==> src/rtl/alu_exec_ctrl.sv <==
// Execute-stage controller in front of the combinational alu: owns the 16x8
// register file and the flags register. Optional macro ALU_EXEC_FWD_EN overlaps WB with accept.
module alu_exec_ctrl #(
    parameter int DATA_WIDTH     = 8,
    parameter int OPER_WIDTH     = 4,
    parameter int REG_ADDR_WIDTH = 4,
    parameter int FLAGS_WIDTH    = 2
) (
    input  logic                      clk,
    input  logic                      rst,
    input  logic                      instr_valid,
    output logic                      instr_ready,
    input  logic [OPER_WIDTH-1:0]     instr_oper,
    input  logic [REG_ADDR_WIDTH-1:0] instr_rd,
    input  logic [REG_ADDR_WIDTH-1:0] instr_rs,
    input  logic                      instr_imm_sel,
    input  logic [DATA_WIDTH-1:0]     instr_imm,
    output logic [OPER_WIDTH-1:0]     alu_oper,
    output logic [DATA_WIDTH-1:0]     alu_a,
    output logic [DATA_WIDTH-1:0]     alu_b,
    output logic [FLAGS_WIDTH-1:0]    alu_flags,
    input  logic [DATA_WIDTH-1:0]     alu_result,
    input  logic [FLAGS_WIDTH-1:0]    alu_flags_result,
    output logic                      result_valid,
    output logic [DATA_WIDTH-1:0]     result_data,
    output logic [REG_ADDR_WIDTH-1:0] result_rd,
    output logic                      result_we,
    output logic                      illegal_oper,
    output logic [FLAGS_WIDTH-1:0]    flags,
    input  logic [REG_ADDR_WIDTH-1:0] dbg_addr,
    output logic [DATA_WIDTH-1:0]     dbg_data
);

    localparam int NUM_REGS = 2 ** REG_ADDR_WIDTH;
    localparam logic [OPER_WIDTH-1:0] OP_CMP = OPER_WIDTH'(32'd4);
    localparam logic [OPER_WIDTH-1:0] OP_LSR = OPER_WIDTH'(32'd9);

    typedef enum logic [1:0] {
        ST_IDLE = 2'd0,
        ST_EXEC = 2'd1,
        ST_WB   = 2'd2
    } state_t;

    state_t                    state_r;
    state_t                    state_nxt_s;
    logic                      accept_s;
    logic [DATA_WIDTH-1:0]     a_src_s;
    logic [DATA_WIDTH-1:0]     b_src_s;
    logic [DATA_WIDTH-1:0]     rf_r [NUM_REGS];
    logic [OPER_WIDTH-1:0]     oper_r;
    logic [REG_ADDR_WIDTH-1:0] rd_r;
    logic [DATA_WIDTH-1:0]     a_r;
    logic [DATA_WIDTH-1:0]     b_r;
    logic [FLAGS_WIDTH-1:0]    flags_r;
    logic [FLAGS_WIDTH-1:0]    res_flags_r;
    logic [DATA_WIDTH-1:0]     res_data_r;
    logic [REG_ADDR_WIDTH-1:0] res_rd_r;
    logic                      res_valid_r;
    logic                      res_we_r;
    logic                      res_ill_r;

    function automatic logic oper_legal(input logic [OPER_WIDTH-1:0] op);
        return (op <= OP_LSR);
    endfunction

    function automatic logic oper_writes_rf(input logic [OPER_WIDTH-1:0] op);
        return oper_legal(op) && (op != OP_CMP);
    endfunction

    assign accept_s     = instr_valid && instr_ready;
    assign alu_oper     = oper_r;
    assign alu_a        = a_r;
    assign alu_b        = b_r;
    assign alu_flags    = flags_r;
    assign flags        = flags_r;
    assign result_valid = res_valid_r;
    assign result_data  = res_data_r;
    assign result_rd    = res_rd_r;
    assign result_we    = res_we_r;
    assign illegal_oper = res_ill_r;
    assign dbg_data     = rf_r[dbg_addr];

    // State register
    always_ff @(posedge clk) begin
        if (rst) begin
            state_r <= ST_IDLE;
        end else begin
            state_r <= state_nxt_s;
        end
    end

    // Next-state logic
    always_comb begin
        state_nxt_s = state_r;
        case (state_r)
            ST_IDLE: begin
                if (accept_s) state_nxt_s = ST_EXEC;
                else          state_nxt_s = ST_IDLE;
            end
            ST_EXEC: state_nxt_s = ST_WB;
            ST_WB: begin
                if (accept_s) state_nxt_s = ST_EXEC;
                else          state_nxt_s = ST_IDLE;
            end
            default: state_nxt_s = ST_IDLE;
        endcase
    end

    // FSM outputs: acceptance window
    always_comb begin
        instr_ready = 1'b0;
        case (state_r)
            ST_IDLE: instr_ready = 1'b1;
`ifdef ALU_EXEC_FWD_EN
            ST_WB:   instr_ready = 1'b1;
`else
            ST_WB:   instr_ready = 1'b0;
`endif
            default: instr_ready = 1'b0;
        endcase
    end

    // Operand select; with forwarding the committing result bypasses the RF
    always_comb begin
        a_src_s = rf_r[instr_rd];
        if (instr_imm_sel) begin
            b_src_s = instr_imm;
        end else begin
            b_src_s = rf_r[instr_rs];
        end
`ifdef ALU_EXEC_FWD_EN
        if ((state_r == ST_WB) && res_we_r && (res_rd_r == instr_rd)) begin
            a_src_s = res_data_r;
        end else begin
            a_src_s = rf_r[instr_rd];
        end
        if ((state_r == ST_WB) && res_we_r && !instr_imm_sel && (res_rd_r == instr_rs)) begin
            b_src_s = res_data_r;
        end else begin
            b_src_s = b_src_s;
        end
`endif
    end

    // Operand latch and result capture pipeline
    always_ff @(posedge clk) begin
        if (rst) begin
            oper_r      <= '0;
            rd_r        <= '0;
            a_r         <= '0;
            b_r         <= '0;
            res_data_r  <= '0;
            res_flags_r <= '0;
            res_rd_r    <= '0;
            res_valid_r <= 1'b0;
            res_we_r    <= 1'b0;
            res_ill_r   <= 1'b0;
        end else begin
            if (accept_s) begin
                oper_r <= instr_oper;
                rd_r   <= instr_rd;
                a_r    <= a_src_s;
                b_r    <= b_src_s;
            end
            if (state_r == ST_EXEC) begin
                res_data_r  <= alu_result;
                res_flags_r <= alu_flags_result;
                res_rd_r    <= rd_r;
                res_valid_r <= 1'b1;
                res_we_r    <= oper_writes_rf(oper_r);
                res_ill_r   <= !oper_legal(oper_r);
            end else begin
                res_valid_r <= 1'b0;
                res_we_r    <= 1'b0;
                res_ill_r   <= 1'b0;
            end
        end
    end

    // Commit: register file write and flags update at the end of WB
    always_ff @(posedge clk) begin
        if (rst) begin
            for (int i = 0; i < NUM_REGS; i++) begin
                rf_r[i] <= '0;
            end
            flags_r <= '0;
        end else if (state_r == ST_WB) begin
            if (res_we_r) begin
                rf_r[res_rd_r] <= res_data_r;
            end
            if (!res_ill_r) begin
                flags_r <= res_flags_r;
            end
        end
    end

endmodule

==> config.mk <==
export PLATFORM = sky130hd
export DESIGN_NAME = alu_exec_ctrl
export DESIGN_NICKNAME = d
export VERILOG_FILES = /design/src/rtl/alu_exec_ctrl.sv
export SDC_FILE = /design/constraint.sdc
export NUM_CORES = 1
export LEC_CHECK = 0
export BUFFER_PORTS_ARGS = -buffer_cell sky130_fd_sc_hd__buf_2
export CORE_MARGIN = 3
export CORE_UTILIZATION = 25
export DETAILED_ROUTE_END_ITERATION = 12
export GPL_ROUTABILITY_DRIVEN = 0
export PLACE_DENSITY_LB_ADDON = 0.1
export SYNTH_ARGS = -nofsm -noshare
export SYNTH_HDL_FRONTEND = slang
export SYNTH_SLANG_ARGS = --single-unit
export TNS_END_PERCENT = 10
==> constraint.sdc <==
create_clock -name clk -period 2.3 [get_ports clk]
set_input_delay 0.23 -clock clk [delete_from_list [all_inputs] [get_ports clk]]
set_output_delay 0.23 -clock clk [all_outputs]
set_load 0.01 [all_outputs]
==> impl_metrics.ini <==
[floorplanning]
fp.dieH_um = 203
die_width_um = 203
ios = 86
core_um2 = 37800
start_util = 0.255
dieArea_um2 = 41000
rows = 71

[power_and_ir_drop]
seqPwrFrac = 0.462
p_leak_nw = 4.36
irDropWorstVdd_mv = 0.457
p_int_mw = 5.75
combPwrFrac = 0.129
total_power_mw = 7.72
power.density_nw_per_um2 = 659
p_sw_frac = 0.255
switching_power_mw = 1.97
pwr-share-clk = 0.409

[layout]
fin_util = 0.309
fin_area_um2 = 11700
nFillCells = 3859
fin_nets = 878
drive_gt1_frac = 0.359
layout_commonest_cell = and2_1
stdcell_count = 1365
syn_to_final_growth_pct = 21.3
layout_common_cells = 130 x and2_1, 128 x edfxtp_1, 81 x mux4_2, 78 x buf_2, 69 x buf_4

[synth]
ys_top_cells_by_area = edfxtp_1 40%, mux4_2 14%, dfxtp_1 9.1%, and2_1 8.4%, mux4_1 7.6%
synth_area_um2 = 9650
syn_inst = 717
synth_seq_area_share = 0.489
ys_ff_latch = 172
yosysTopAreaCellShare = 0.398
yosysWarnings = 0
syn_avg_cell_area_um2 = 13.5
yosysTopAreaCell = edfxtp_1
synth_nets = 755
ys_types = 35

[clocking]
cts_buffer_depth = 2
hold_buffers = 0
numClockSinks = 172
clk_latency_ns = 0.43
htreeDepth = 4
numCtsBuffers = 17
cts_root_buf = clkbuf_16
clk_pin_slew_worst_paths_ns = 0.07
cts_tree = yes

[worst_hold_path]
hold_path.class = input pin to register

[detailed_routing]
vias = 6966
drt_wl_total_um = 38700
drc = 0
vias_per_cell = 5.10
dr.pass1.iters = 5
ant_nets = 0
drtIter0Drc = 630
routedWlPerCell_um = 28.3

[setup_path]
slowest_delay_ns = 0.51
end_kind = primary output
path_max_fanout = 3
cpMaxStageDelayCell = mux4_2
cp-start-kind = register
critPathArrivalTime_ns = 2.05
crit_chain = mux4_2 -> mux4_2 -> buf_6
path_class = register to primary output
required_ns = 2.07
worst_path_most_repeated_cell = mux4_2

[global_routing]
grt_pass1_wl_um = 54800
grt.total_usage = 0.189
grt_max_degree = 49
overflow = 0
antenna_found_initial = 2
grt_pass1_vias = 7213

[job]
drv_cap = 0

[sta]
hold_viol = 0
setup_ws_ns = 0.0153
finalSetupTns_ns = 0
rsz0062_at_grt = yes
fin_crit_sh = 0.993
whs_ns = 0.0365
final_max_slew_viol_count = 0
fin_crit_ns = 2.28
fmax_mhz = 438
finClkSkew_ns = 0.00918
relSlewSlack = 0.459
setup_violations = 0
worst_slew_pin_slew_ns = 0.812

[placed_design]
pre_cts_ws_ns = 0.165
dpl.hpwl_um = 26900
port_buffers = 85
dp.cells = 1319
postPlaceCellArea_um2 = 11000

[status]
status = finished, final reports clean
-- routing by layer --
metal  global-route usage  share of wire  wire (µm)
met1                0.245           0.42      16200
met2                0.316           0.49      18900
met4               0.0604          0.030       1170
met5                    0              0          0
met3               0.0402          0.062       2420
-- power by group through the flow --
| stage | combinational [mW] | sequential (mW) | clock (mW) |
|---|---|---|---|
| finish | 0.994 | 3.57 | 3.16 |
| global route | 1.05 | 3.58 | 3.34 |
| CTS | 0.992 | 3.56 | 3.23 |
| detailed placement | 0.958 | 3.64 | 0 |
| global placement | 0.949 | 3.63 | 0 |
| floorplan | 0.561 | 3.58 | 0 |
-- synth_stat cells --
library cell and instances:
mux2_2 16, or2_2 7, edfxtp_1 128, nor3b_1 9, mux4_2 60, nor2b_1 2, a22oi_1 8, buf_1 6
and4bb_2 1, nor2_1 25, nand3b_1 3, buf_2 13, clkinv_1 1, a21oi_1 22, nand2b_1 11, and2_1 130
or3_1 1, nand2_1 49, o22ai_1 1, mux4_1 28, clkbuf_1 31, buf_8 1, buf_4 3, buf_6 4
o221ai_1 8, mux2i_1 34, nor3b_2 4, a221oi_1 8, nor3_1 18, nand3_1 10, nor3_2 4, or3b_2 1
a31oi_1 16, dfxtp_1 44, o21ai_0 10
-- worst paths after layout --
kind,startpoint,depth (start not counted),slack [ns],endpoint
setup reg to reg,result_rd[1],3,0.35,rf_r[3][3]
hold / removal,alu_result[7],3,0.04,result_data[7]
hold reg to reg,rd_r[2],2,0.45,result_rd[2]
setup / recovery,rf_r[15][2],3,0.02,dbg_data[2]
-- cell type report --
type,instances,area (µm²),share of cell area
Tap cell,511,639,0.0546
Inverter,1,3.75,0.000321
Sequential cell,172,4720,0.404
Timing Repair Buffer,162,1150,0.0980
Antenna cell,1,2.50,0.000214
Clock inverter,14,190,0.0162
Clock buffer,18,439,0.0375
Multi-Input combinational cell,486,4560,0.389
-- flip-flops by register name, indices dropped and copies added, names as in the netlist --
register      cells
rd_r              4
result_data       8
alu_flags         2
res_flags_r       2
alu_oper          4
alu_b             8
result_we         1
result_rd         4
alu_a             8
rf_r            128
illegal_oper      1
state_r           2
-- worst max-delay path, delay by kind of cell, from the launching register on --
family	cells	cell delay, ns
flip-flops	1	0.45
buffers and inverters	1	0.14
multiplexers	2	1.02
-- cell families after synthesis --
group | Yosys count | share of synthesized area
buffers and inverters | 59 | 0.0301
muxes | 138 | 0.270
AOI/OAI and AO/OA | 73 | 0.0483
and+or+nand+nor | 275 | 0.162
DFF | 172 | 0.489
-- timing repair --
| item | CTS | global route |
|---|---|---|
| endpoints found under the setup margin | 8 | 8 |
| endpoints found under the hold margin | 0 | 0 |
| gates resized for setup | 17 | 11 |
| gates cloned | 0 | 0 |
| setup buffers | 12 | 1 |
Power figures use the tool's default switching activity.
